File: src/rtl/serializer16_pkg.sv
// Shared definitions for the serializer16 bit-serial transmitter.
package serializer16_pkg;

  // Frame sequencing states; ST_PARITY is only reachable when the parity
  // trailer is compiled in.
  typedef enum logic [1:0] {
    ST_IDLE   = 2'd0,
    ST_DATA   = 2'd1,
    ST_PARITY = 2'd2
  } state_e;

  // Default datapath word width.
  localparam int unsigned SER_WIDTH_DEF = 16;

  // Parity polarity: 0 gives even parity (frame 1-count is even).
  localparam logic PARITY_ODD = 1'b0;

endpackage

File: src/rtl/parity16.sv
// Combinational parity of the latched word for the serializer16 trailer beat.
module parity16
  import serializer16_pkg::*;
#(
  parameter int unsigned WIDTH = SER_WIDTH_DEF
) (
  input  logic [WIDTH-1:0] word_i,
  output logic             parity_o
);

  // XOR-reduce the word and apply the package polarity.
  always_comb begin
    parity_o = (^word_i) ^ PARITY_ODD;
  end

endmodule

File: src/rtl/serializer16.sv
// Parallel-to-serial transmitter: accepts one word over valid/ready and
// shifts it out one bit per accepted beat with first/last markers.
// Define SERIALIZER16_PARITY_EN to append an even-parity trailer beat.
module serializer16
  import serializer16_pkg::*;
#(
  parameter int unsigned WIDTH     = SER_WIDTH_DEF,
  parameter bit          MSB_FIRST = 1'b1
) (
  input  logic             clk,
  input  logic             reset,
  input  logic [WIDTH-1:0] in,
  input  logic             in_valid,
  output logic             in_ready,
  output logic             sout,
  output logic             sout_valid,
  input  logic             sout_ready,
  output logic             sout_first,
  output logic             sout_last,
  output logic             busy
);

  localparam int unsigned    CW       = (WIDTH > 1) ? $clog2(WIDTH) : 1;
  localparam logic [CW-1:0]  LAST_CNT = CW'(WIDTH - 1);

  state_e           state_q, state_d;
  logic [WIDTH-1:0] shreg_q, shreg_d;
  logic [CW-1:0]    cnt_q,   cnt_d;
  logic             data_bit;
  logic [WIDTH-1:0] shifted;

`ifdef SERIALIZER16_PARITY_EN
  // The shift register is consumed as the frame goes out, so the original
  // word is kept separately for the trailer.
  logic [WIDTH-1:0] word_q, word_d;
  logic             par_bit;

  parity16 #(.WIDTH(WIDTH)) u_parity (
    .word_i   (word_q),
    .parity_o (par_bit)
  );
`endif

  // Output end of the shift register and its one-step shifted image.
  always_comb begin
    data_bit = MSB_FIRST ? shreg_q[WIDTH-1] : shreg_q[0];
    shifted  = MSB_FIRST ? {shreg_q[WIDTH-2:0], 1'b0}
                         : {1'b0, shreg_q[WIDTH-1:1]};
  end

  // State, shift register and bit counter.
  always_ff @(posedge clk or posedge reset) begin
    if (reset) begin
      state_q <= ST_IDLE;
      shreg_q <= '0;
      cnt_q   <= '0;
`ifdef SERIALIZER16_PARITY_EN
      word_q  <= '0;
`endif
    end else begin
      state_q <= state_d;
      shreg_q <= shreg_d;
      cnt_q   <= cnt_d;
`ifdef SERIALIZER16_PARITY_EN
      word_q  <= word_d;
`endif
    end
  end

  // Next-state and output decode from registered state only.
  always_comb begin
    state_d    = state_q;
    shreg_d    = shreg_q;
    cnt_d      = cnt_q;
`ifdef SERIALIZER16_PARITY_EN
    word_d     = word_q;
`endif
    in_ready   = 1'b0;
    sout       = 1'b0;
    sout_valid = 1'b0;
    sout_first = 1'b0;
    sout_last  = 1'b0;
    busy       = 1'b0;

    case (state_q)
      ST_IDLE: begin
        in_ready = 1'b1;
        if (in_valid) begin
          shreg_d = in;
          cnt_d   = '0;
`ifdef SERIALIZER16_PARITY_EN
          word_d  = in;
`endif
          state_d = ST_DATA;
        end
      end

      ST_DATA: begin
        sout_valid = 1'b1;
        busy       = 1'b1;
        sout       = data_bit;
        sout_first = (cnt_q == '0);
`ifndef SERIALIZER16_PARITY_EN
        sout_last  = (cnt_q == LAST_CNT);
`endif
        if (sout_ready) begin
          shreg_d = shifted;
          // Counter stops at WIDTH-1 rather than wrapping; it is reloaded
          // on the next accept.
          if (cnt_q == LAST_CNT) begin
`ifdef SERIALIZER16_PARITY_EN
            state_d = ST_PARITY;
`else
            state_d = ST_IDLE;
`endif
          end else begin
            cnt_d = cnt_q + CW'(1);
          end
        end
      end

`ifdef SERIALIZER16_PARITY_EN
      ST_PARITY: begin
        sout_valid = 1'b1;
        busy       = 1'b1;
        sout       = par_bit;
        sout_last  = 1'b1;
        if (sout_ready) begin
          state_d = ST_IDLE;
        end
      end
`endif

      default: begin
        state_d = ST_IDLE;
      end
    endcase
  end

endmodule
File: config.mk
export PLATFORM = sky130hd
export DESIGN_NAME = serializer16
export DESIGN_NICKNAME = d
export VERILOG_FILES = /design/src/rtl/serializer16_pkg.sv /design/src/rtl/parity16.sv /design/src/rtl/serializer16.sv
export SDC_FILE = /design/constraint.sdc
export NUM_CORES = 1
export LEC_CHECK = 0
export BUFFER_PORTS_ARGS = -buffer_cell sky130_fd_sc_hd__buf_2
export CORE_UTILIZATION = 45
export CTS_BUF_LIST = sky130_fd_sc_hd__clkbuf_8
export CTS_CLUSTER_SIZE = 14
export DETAILED_ROUTE_END_ITERATION = 8
export HOLD_SLACK_MARGIN = 0.03
export PLACE_DENSITY = 0.74
export SYNTH_ARGS = -nofsm -noshare
export SYNTH_HDL_FRONTEND = slang
export SYNTH_HIERARCHICAL = 1
export SYNTH_SLANG_ARGS = --single-unit
File: constraint.sdc
create_clock -name clk -period 1.4 [get_ports clk]
set_input_delay 0.14 -clock clk [delete_from_list [all_inputs] [get_ports clk]]
set_output_delay 0.14 -clock clk [all_outputs]
set_load 0.03 [all_outputs]
==> reports/metrics.cfg <==
[run_status]
run_status = finished, violations left
violations = setup timing

[worst_setup_path]
cp_slowest_cell = dfrtp_1
r2r_cells = 4
slowest_delay_ns = 0.44
crit_path_end_kind = output port
critPathRequiredTime_ns = 1.26
path_class = flip-flop to output port
r2r_setup_slack_ns = 0.06
critical_path_buf_inv_count = 2
regToRegStartpoint = cnt_q[1]
crit_arrival_ns = 1.29
cp_top_family = flip-flops
worstPathCellList = inv_1 -> ha_2 -> nand2_2 -> nor3_4 -> buf_6
r2r-end = cnt_q[3]
worst-path-max-fanout = 4
start_kind = flip-flop

[timing]
post-route-min-period_ns = 1.431
fin_worst_skew_ns = 0.002649
rsz0062_at_grt = yes
report.final.slew_viol_count = 0
setup_viol = 1
tightest_slew_ns = 0.3116
max_slew_margin_pct = 79.21
tns_ns = -0.03102
hold_viol = 0
fin_crit_sh_pct = 102.2
fin_ws_ns = -0.03102
fmax_ghz = 0.6988

[routing]
vias_per_cell = 5.089
dr.first_iter.drc_count = 6
vias = 804
route.detailed.wl_per_inst_um = 12.04
dr.pass1.iters = 4
routed_wl_mm = 1.903
drc = 0
ant_nets = 0

[min_path]
holdCritPathClass = primary input to flip-flop
holdPathEnd = state_q[0]
hold_depth = 2
min-delay-start = sout_ready

[final_layout]
nets = 153
fin_util_pct = 61.45
fill_cells = 191
synthToLayoutAreaGrowth_pct = 28.86
drive_gt1_share_pct = 38.46
stdcell_count = 158
n_antenna_cell = 0

[clock_tree]
htree_levels = 1
cts_buffer_depth = 2
root_buffer = clkbuf_8
cts.clk_slew.worst_paths_ns = 0.07
cts_buffers = 3
cts_num_sinks = 21
clk_latency_ns = 0.27
cts_tree = yes

[place]
io_buffers = 25
gp_congestion = 0.6804
post-dp-hpwl_mm = 1.362
dp_worst_setup_slack_ns = 0.03464
dp.cells = 151

[grt]
gr-usage-all-layers_pct = 18.18
grt_pass1_vias = 779
antenna_found_initial = 0
grt_pass1_wl_mm = 3.387
overflow = 0
grt_max_degree = 32

[floorplan]
ios = 26
die_area_mm2 = 0.002519
die_x_um = 50.19
core_mm2 = 0.002191
start_util_pct = 47.69
die_y_um = 50.19
rows = 17

[synthesis]
syn_nets = 121
yosysUniqueCellTypes = 26
synth_top_area_share_pct = 50.30
synthTopCellsByArea = dfrtp_1 (50%), mux2i_1 (15%), o21ai_1 (7.7%)
netlist_instances = 99
synth_top_area_cell = dfrtp_1
postSynthAreaPerCell_um2 = 10.55
syn_area_mm2 = 0.001045
yosysWarningCount = 6
synth_seq_cells = 21
seq_area_frac_synth_pct = 50.30

[job]
max_cap_viol_count = 0

[power_and_ir_drop]
p_per_area_mw_per_mm2 = 1650
ir_worst_vdd_mv = 0.9173
p_leak_uw = 0.0006671

## cell families (layout without fill, tap and decap cells)
kind of cell / count (synthesis) / after routing / synth area share (%)
AOI/OAI and AO/OA: 22 / 22 / 12.58
adders and majority gates: 2 / 2 / 2.395
buffers and inverters: 10 / 41 / 5.748
DFF: 21 / 21 / 50.30
muxes: 17 / 17 / 16.41
and+or+nand+nor: 27 / 27 / 12.58
## through the flow
step / power, uW / hold WS [ns] / area, um2
floorplan: 1552 / 0.1165 / 1060
global placement: 1699 / 0.09795 / 1229
detailed placement: 1739 / 0.1015 / 1229
CTS: 2226 / 0.06766 / 1326
global route: 2396 / 0.1077 / 1346
finish: 2221 / 0.08159 / 1346
## registers in the layout (all words and copies together) (netlist names)
register / cells
shreg_q: 16
state_q: 1
cnt_q: 4
## placed cells by master (no fill, tap or decap), types with 2 or more instances in the layout
cell / count
buf_2: 23
dfrtp_1: 20
o21ai_1: 16
mux2i_1: 15
nand2_1: 15
buf_4: 5
inv_1: 3
clkbuf_8: 3
and2_4: 2
and2_1: 2
buf_6: 2
## synth_stat cells (all sizes together)
cell    instances
a21oi           2
a221o           1
a22o            1
a311oi          1
a32o            1
and2            4
and2b           1
buf             6
dfrtp          21
ha              2
inv             4
mux2            1
mux2i          16
nand2          16
nand3           2
nor2            1
nor2b           1
nor3            1
nor3b           1
o21ai          16
## layer usage
layer	vias up	global-route usage, %	wire length (um)
met5	-	0	0
met4	0	10.00	44
met3	5	3.939	77
met2	19	26.44	877
met1	373	25.00	902
li1	407	-	-
## power breakdown
part	switching [uW]	internal, uW	total (uW)
Sequential	159	826	985
Clock	206	201	407
Combinational	424	405	829
## area by class of cell
class | count | area (um2) | share of cell area (%)
inverters | 4 | 15.01 | 1.115
clock buffers | 3 | 41.29 | 3.067
multi-input cells | 68 | 500.5 | 37.17
clock inverters | 1 | 7.507 | 0.5576
repair buffers | 33 | 220.2 | 16.36
well taps | 28 | 35.03 | 2.602
flip-flops and latches | 21 | 526.8 | 39.13
## how the worst max path moves through the flow
stage | from | end | cells past startpoint
2_1_floorplan | state_q[0] | sout_last | 4
3_3_place_gp | cnt_q[0] | cnt_q[3] | 4
3_5_place_dp | cnt_q[0] | cnt_q[3] | 4
4_1_cts | cnt_q[1] | sout_first | 5
5_1_grt | cnt_q[1] | sout_first | 5
6_report | cnt_q[1] | sout_first | 5
## timing repair
item                                    CTS  global route
resized for setup                         8             5
buffers inserted                          2             0
hold endpoints to repair                  7             0
hold buffers                              1             0
endpoints found under the setup margin    2             3
pin swaps                                 2             2
(Power assumes the default switching activity.)
